`config.mk`:
```
export PLATFORM = sky130hd
export DESIGN_NAME = control_pipeline
export DESIGN_NICKNAME = d
export VERILOG_FILES = /design/src/rtl/control_pipeline.sv
export SDC_FILE = /design/constraint.sdc
export NUM_CORES = 1
export LEC_CHECK = 0
export ABC_AREA = 1
export CAP_MARGIN = 20
export CORE_MARGIN = 1
export CORE_UTILIZATION = 47
export CTS_CLUSTER_SIZE = 20
export DETAILED_ROUTE_END_ITERATION = 10
export PLACE_DENSITY_LB_ADDON = 0.25
export SLEW_MARGIN = 25
export SYNTH_ARGS = -nofsm -noshare
export SYNTH_HDL_FRONTEND = slang
export SYNTH_SLANG_ARGS = --single-unit
```
`constraint.sdc`:
```
create_clock -name clock -period 1.5 [get_ports clock]
set_input_delay 0.225 -clock clock [delete_from_list [all_inputs] [get_ports clock]]
set_output_delay 0.225 -clock clock [all_outputs]
set_load 0.1 [all_outputs]
```
`src/rtl/control_pipeline.sv`:
```
// control_pipeline: control-side pipeline state between decode and writeback.
// Carries the decoded control bundle through the EX, MEM and WB stage
// registers, detects load-use hazards and taken-branch redirects, and
// produces the stall, flush and operand-forwarding selects for the datapath.
module control_pipeline #(
  parameter int REG_ADDR_WIDTH = 5,
  parameter int ALU_OP_WIDTH   = 2
) (
  input  logic                      clock,
  input  logic                      reset,
  // decode-stage bundle
  input  logic                      decodeValid,
  input  logic                      decodeBranchEnable,
  input  logic                      decodeMemoryReadEnable,
  input  logic                      decodeMemoryWriteEnable,
  input  logic                      decodeRegisterWriteEnable,
  input  logic                      decodeImmediateEnable,
  input  logic                      decodeMemoryOrAlu,
  input  logic [ALU_OP_WIDTH-1:0]   decodeAluOperation,
  input  logic [REG_ADDR_WIDTH-1:0] decodeRd,
  input  logic [REG_ADDR_WIDTH-1:0] decodeRs1,
  input  logic [REG_ADDR_WIDTH-1:0] decodeRs2,
  input  logic                      decodeUsesRs1,
  input  logic                      decodeUsesRs2,
  // pipeline events
  input  logic                      executeBranchTaken,
  input  logic                      memoryStall,
  // EX stage
  output logic                      executeValid,
  output logic                      executeBranchEnable,
  output logic                      executeMemoryReadEnable,
  output logic                      executeMemoryWriteEnable,
  output logic                      executeRegisterWriteEnable,
  output logic                      executeImmediateEnable,
  output logic                      executeMemoryOrAlu,
  output logic [ALU_OP_WIDTH-1:0]   executeAluOperation,
  output logic [REG_ADDR_WIDTH-1:0] executeRd,
  // MEM stage
  output logic                      memValid,
  output logic                      memMemoryReadEnable,
  output logic                      memMemoryWriteEnable,
  output logic                      memRegisterWriteEnable,
  output logic                      memMemoryOrAlu,
  output logic [REG_ADDR_WIDTH-1:0] memRd,
  // WB stage
  output logic                      wbValid,
  output logic                      wbRegisterWriteEnable,
  output logic                      wbMemoryOrAlu,
  output logic [REG_ADDR_WIDTH-1:0] wbRd,
  // hazard / forwarding controls
  output logic [1:0]                forwardA,
  output logic [1:0]                forwardB,
  output logic                      stallFetch,
  output logic                      stallDecode,
  output logic                      flushDecode
);

  // Stage register layouts. A bubble is simply the all-zero value of each.
  typedef struct packed {
    logic                      valid;
    logic                      branch;
    logic                      mem_read;
    logic                      mem_write;
    logic                      reg_write;
    logic                      imm;
    logic                      mem_or_alu;
    logic [ALU_OP_WIDTH-1:0]   alu_op;
    logic [REG_ADDR_WIDTH-1:0] rd;
    logic [REG_ADDR_WIDTH-1:0] rs1;
    logic [REG_ADDR_WIDTH-1:0] rs2;
  } ex_stage_t;

  typedef struct packed {
    logic                      valid;
    logic                      mem_read;
    logic                      mem_write;
    logic                      reg_write;
    logic                      mem_or_alu;
    logic [REG_ADDR_WIDTH-1:0] rd;
  } mem_stage_t;

  typedef struct packed {
    logic                      valid;
    logic                      reg_write;
    logic                      mem_or_alu;
    logic [REG_ADDR_WIDTH-1:0] rd;
  } wb_stage_t;

  ex_stage_t  ex_reg,  ex_next;
  mem_stage_t mem_reg, mem_next;
  wb_stage_t  wb_reg,  wb_next;
  ex_stage_t  decode_capture;

  logic       branch_redirect;
  logic       rs_match;
  logic       load_use;
  logic       ex_bubble;
  logic [1:0][1:0] fwd_sel;

  // --------------------------------------------------------------------------
  // Hazard detection
  // --------------------------------------------------------------------------
  assign branch_redirect = ex_reg.valid && executeBranchTaken;

  assign rs_match = (decodeUsesRs1 && (decodeRs1 == ex_reg.rd)) ||
                    (decodeUsesRs2 && (decodeRs2 == ex_reg.rd));

  // A load to x0 never creates a dependency, so rd == 0 bypasses the check.
  assign load_use = ex_reg.valid && ex_reg.mem_read && (ex_reg.rd != '0) &&
                    decodeValid && rs_match;

  // Either event replaces the instruction entering EX with a bubble.
  assign ex_bubble = branch_redirect || load_use;

  // A redirect squashes the decode slot, so it overrides any load-use stall.
  // While reset is held every control output reads as 0.
  assign stallFetch  = !reset && (memoryStall || (!branch_redirect && load_use));
  assign stallDecode = !reset && (memoryStall || (!branch_redirect && load_use));
  assign flushDecode = !reset && !memoryStall && branch_redirect;

  // --------------------------------------------------------------------------
  // Operand forwarding, one unit per EX source operand
  // --------------------------------------------------------------------------
  genvar gi;
  generate
    for (gi = 0; gi < 2; gi++) begin : g_fwd
      logic [REG_ADDR_WIDTH-1:0] src;
      logic                      hit_mem;
      logic                      hit_wb;

      assign src     = (gi == 0) ? ex_reg.rs1 : ex_reg.rs2;
      assign hit_mem = mem_reg.valid && mem_reg.reg_write &&
                       (mem_reg.rd != '0) && (mem_reg.rd == src);
      assign hit_wb  = wb_reg.valid && wb_reg.reg_write &&
                       (wb_reg.rd != '0) && (wb_reg.rd == src);
      // The younger MEM result shadows the older WB result.
      assign fwd_sel[gi] = hit_mem ? 2'b10 : (hit_wb ? 2'b01 : 2'b00);
    end
  endgenerate

  assign forwardA = fwd_sel[0];
  assign forwardB = fwd_sel[1];

  // --------------------------------------------------------------------------
  // Next-state logic
  // --------------------------------------------------------------------------

  // Build the EX entry from decode; an empty slot becomes a clean bubble and
  // unused source indices read as 0 so they can never match a forward.
  always_comb begin
    decode_capture = '0;
    if (decodeValid) begin
      decode_capture.valid      = 1'b1;
      decode_capture.branch     = decodeBranchEnable;
      decode_capture.mem_read   = decodeMemoryReadEnable;
      decode_capture.mem_write  = decodeMemoryWriteEnable;
      decode_capture.reg_write  = decodeRegisterWriteEnable;
      decode_capture.imm        = decodeImmediateEnable;
      decode_capture.mem_or_alu = decodeMemoryOrAlu;
      decode_capture.alu_op     = decodeAluOperation;
      decode_capture.rd         = decodeRd;
    end
    decode_capture.rs1 = decodeUsesRs1 ? decodeRs1 : '0;
    decode_capture.rs2 = decodeUsesRs2 ? decodeRs2 : '0;
  end

  // Advance, bubble or hold each stage according to the stall/redirect state.
  always_comb begin
    ex_next  = ex_reg;
    mem_next = mem_reg;
    wb_next  = wb_reg;
    if (!memoryStall) begin
      mem_next.valid      = ex_reg.valid;
      mem_next.mem_read   = ex_reg.mem_read;
      mem_next.mem_write  = ex_reg.mem_write;
      mem_next.reg_write  = ex_reg.reg_write;
      mem_next.mem_or_alu = ex_reg.mem_or_alu;
      mem_next.rd         = ex_reg.rd;

      wb_next.valid       = mem_reg.valid;
      wb_next.reg_write   = mem_reg.reg_write;
      wb_next.mem_or_alu  = mem_reg.mem_or_alu;
      wb_next.rd          = mem_reg.rd;

      if (ex_bubble) begin
        ex_next = '0;
      end else begin
        ex_next = decode_capture;
      end
    end
  end

  // Stage registers; reset clears every stage to a bubble immediately.
  always_ff @(posedge clock or posedge reset) begin
    if (reset) begin
      ex_reg  <= '0;
      mem_reg <= '0;
      wb_reg  <= '0;
    end else begin
      ex_reg  <= ex_next;
      mem_reg <= mem_next;
      wb_reg  <= wb_next;
    end
  end

  // --------------------------------------------------------------------------
  // Output mapping
  // --------------------------------------------------------------------------
  assign executeValid               = ex_reg.valid;
  assign executeBranchEnable        = ex_reg.branch;
  assign executeMemoryReadEnable    = ex_reg.mem_read;
  assign executeMemoryWriteEnable   = ex_reg.mem_write;
  assign executeRegisterWriteEnable = ex_reg.reg_write;
  assign executeImmediateEnable     = ex_reg.imm;
  assign executeMemoryOrAlu         = ex_reg.mem_or_alu;
  assign executeAluOperation        = ex_reg.alu_op;
  assign executeRd                  = ex_reg.rd;

  assign memValid                   = mem_reg.valid;
  assign memMemoryReadEnable        = mem_reg.mem_read;
  assign memMemoryWriteEnable       = mem_reg.mem_write;
  assign memRegisterWriteEnable     = mem_reg.reg_write;
  assign memMemoryOrAlu             = mem_reg.mem_or_alu;
  assign memRd                      = mem_reg.rd;

  assign wbValid                    = wb_reg.valid;
  assign wbRegisterWriteEnable      = wb_reg.reg_write;
  assign wbMemoryOrAlu              = wb_reg.mem_or_alu;
  assign wbRd                       = wb_reg.rd;

endmodule

```
==> impl_metrics.csv, run 1 <==
group,metric,value,unit
sta,fmaxAchievable,494,MHz
placement,place.gp.congestion,0.894,
die,ios,69,
sta,fin_setup_tns,-3.97,ns
clock_tree,cts_made_buffers,5,
sta,fin_skew,0.00865,ns
synth,syn-num-nets,339,
die,initial_utilization,0.487,
synth,synth_top_area_share,0.457,
die,die_h,72.0,um
synth,seq_area_frac_synth,0.457,
drt,drt_iter0_drc,150,
layout,diodes,0,
drt,wire_per_inst,15.7,um
synth,synth_seq_cells,42,
layout,drive_gt1_frac,0.367,
sta,fin_crit_sh,1.35,
setup_path,crit_slowest_cell,"dfrtp_4",
clock_tree,clk_latency,0.30,ns
drt,wl,7570,um
global_route,first_global_vias,2496,
global_route,grt_pass1_wl,11400,um
run_status,status,"finished with violations",
global_route,antenna_found_initial,0,
layout,syn_to_final_growth,77.0,%
synth,syn-mean-instance-area,7.45,sq um
power,p_switching,0.00163,W
clock_tree,clk_pin_slew_worst_paths,0.08,ns
layout,nFillCells,217,
drt,dr.pass1.iters,4,
setup_path,crit_chain,"nand2_1, nand2_1, nor2_2, nand3_1, nand2_2, nand3_2, a21oi_4, buf_12",
layout,layout_common_cells,"nand2_1 (102), buf_4 (42), buf_12 (40), nand4_1 (28), inv_1 (27)",
sta,rsz0062_at_grt,"true",
setup_path,slowest_delay,0.51,ns
setup_path,setup.worst_path.class,"flop to output port",
flow_run,cap_violations,0,
sta,maxSlewViolCount,0,
layout,layout.nets,443,
placement,dp_hpwl,4750,um
placement,port_buffers,68,
die,die_w,72.0,um
power,p_leak,2.02,nW
global_route,grt-ovfl-total,0,
setup_path,required,1.27,ns
drt,vias,2557,
setup_path,cp_data_arrival_time,1.80,ns
synth,mappedNetlistArea,0.00230,sq mm
clock_tree,clk_path_buf_depth,2,
clock_tree,root_buffer,"clkbuf_8",
setup_path,cpMostUsedCell,"nand2_1",
die,die_area,0.00518,sq mm
sta,relSlewSlack,0.742,
worst_hold_path,hp-class,"primary input to flop",
global_route,grt_max_degree,31,
setup_path,critPathMaxFanout,4,
power,pwr-share-clk,0.221,
setup_path,crit_path_start_kind,"flop",
power,internal_power,0.00244,W
synth,yosysUniqueCellTypes,21,
power,p_per_area,997,mW/mm^2
synth,ys_warn_count,0,
sta,period_needed,2.02,ns
sta,hold_violations,0,
die,row_count,25,
drt,ant_nets,0,
sta,worst_pin_slew,0.385,ns
power,peakVddDrop,0.597,mV
synth,syn_inst,309,
power,p_seq_frac,0.347,
power,p_total,0.00406,W
sta,setup_violations,31,
synth,synth_area_leaders,"dfrtp_1 (46%), nand2_1 (18%), nand4_1 (7.6%)",
sta,finalWorstSetupSlack,-0.524,ns
sta,worst_hold_slack,0.282,ns
global_route,grt_usage,0.287,
drt,routed_via_density,5.32,
drt,drc,0,
clock_tree,cts.sinks,42,
die,coreArea,0.00472,sq mm
clock_tree,cts_tree,"built",
setup_path,critical-path-top-delay-family,"simple AND/OR/NAND/NOR gates",
run_status,violations,"negative setup slack",
clock_tree,htree_levels,2,
power,combinationalPowerShare,0.432,
synth,yosysTopAreaCell,"dfrtp_1",
layout,final_common_cell,"nand2_1",
setup_path,endpoint_kind,"output port",
power,switching_share,0.401,
setup_path,cp.buffers_inverters,1,
## layer usage
metal,vias up,wire [um],track usage,share of wire
li1,1171,-,-,-
met1,1221,2800,0.319,0.37
met2,129,3910,0.514,0.52
met3,36,445,0.0597,0.059
met4,0,408,0.161,0.054
met5,-,0,0,0
## cell type report
type	count	area (sq um)	share of cell area
flip-flops and latches	42	1110	0.274
clock inverters	1	30.0	0.00737
repair buffers	112	1420	0.348
inverters	36	143	0.0350
multi-input cells	216	1210	0.297
clock buffers	7	76.3	0.0187
well taps	67	83.8	0.0206
## logic make-up after synthesis
logic type	Yosys count	synth area share
buffers and inverters	52	0.0967
AOI/OAI and AO/OA	11	0.0239
and+or+nand+nor	184	0.347
xor gates and xnor gates	20	0.0761
DFF	42	0.457
## worst paths after layout
path / start / end / slack, ns / cells after the start
worst max-delay path: executeRd[1] / stallFetch / -0.52 / 8
worst min-delay path: memoryStall / memMemoryReadEnable / 0.28 / 3
worst max register to register: executeRd[0] / g_fwd[1].src[2] / -0.13 / 8
worst min register to register: wbMemoryOrAlu / wbMemoryOrAlu / 0.55 / 2
max in group asynchronous: reset / executeRd[4] / 0.79 / 3
min in group asynchronous: reset / memRd[0] / 0.51 / 3
## power groups by stage
| stage | Clock, W | Combinational (W) | Sequential (W) |
|---|---|---|---|
| 2_1_floorplan | 0 | 0.000386 | 0.00199 |
| 3_3_place_gp | 0 | 0.00164 | 0.00141 |
| 3_5_place_dp | 0 | 0.00167 | 0.00142 |
| 4_1_cts | 0.000891 | 0.00172 | 0.00140 |
| 5_1_grt | 0.000962 | 0.00183 | 0.00142 |
| 6_report | 0.000898 | 0.00176 | 0.00141 |
## cell usage after synthesis
library cell	n
buf_4	3
dfrtp_1	42
nand3_1	7
buf_6	2
buf_1	3
inv_1	29
xor2_1	10
buf_2	1
xnor2_1	10
nand4_2	1
nand4_1	28
nor3_1	4
nor4_1	2
inv_2	7
nand2_1	112
nor2_1	28
a21oi_1	1
o21ai_0	10
nand2_4	1
nand2_2	1
clkbuf_1	7
## worst min-delay path: stages
cell     delay [ns]
buf_2          0.19
nand2_1        0.09
nand2_1        0.05
## flip-flops by register name, indices dropped and copies added (netlist names), 2 cells and up
| name | cells |
|---|---|
| g_fwd.src | 10 |
| memRd | 5 |
| executeAluOperation | 2 |
| executeRd | 5 |
| wbRd | 5 |
## per-stage QoR
step / util / instances / cell area (sq um) / setup WS [ns]
after global placement: 0.802 / 464 / 3790 / -0.415
after global routing: 0.863 / 481 / 4080 / -0.610
after CTS: 0.848 / 479 / 4010 / -0.471
final: 0.863 / 481 / 4080 / -0.524
after detailed placement: 0.802 / 464 / 3790 / -0.431
after floorplan: - / 309 / 2460 / -0.752
## what timing repair did
item                                    in CTS  in global routing
pin swaps                                   15                 16
endpoints found under the setup margin      31                 31
buffers inserted                             6                  2
hold buffers                                 0                  0
endpoints found under the hold margin        0                  0
cloned                                       1                  0
resized for setup                           11                 18
No activity file was read; power rests on OpenSTA's default activity.
==> run 2, diff against run 1 <==
--- a/config.mk
+++ b/config.mk
@@ -9,7 +9,6 @@
 export CAP_MARGIN = 20
 export CORE_MARGIN = 1
 export CORE_UTILIZATION = 47
-export CTS_CLUSTER_SIZE = 20
 export DETAILED_ROUTE_END_ITERATION = 10
 export PLACE_DENSITY_LB_ADDON = 0.25
 export SLEW_MARGIN = 25
==> results of run 2 <==
Final layout, timing and power as in run 1 (identical DEF).
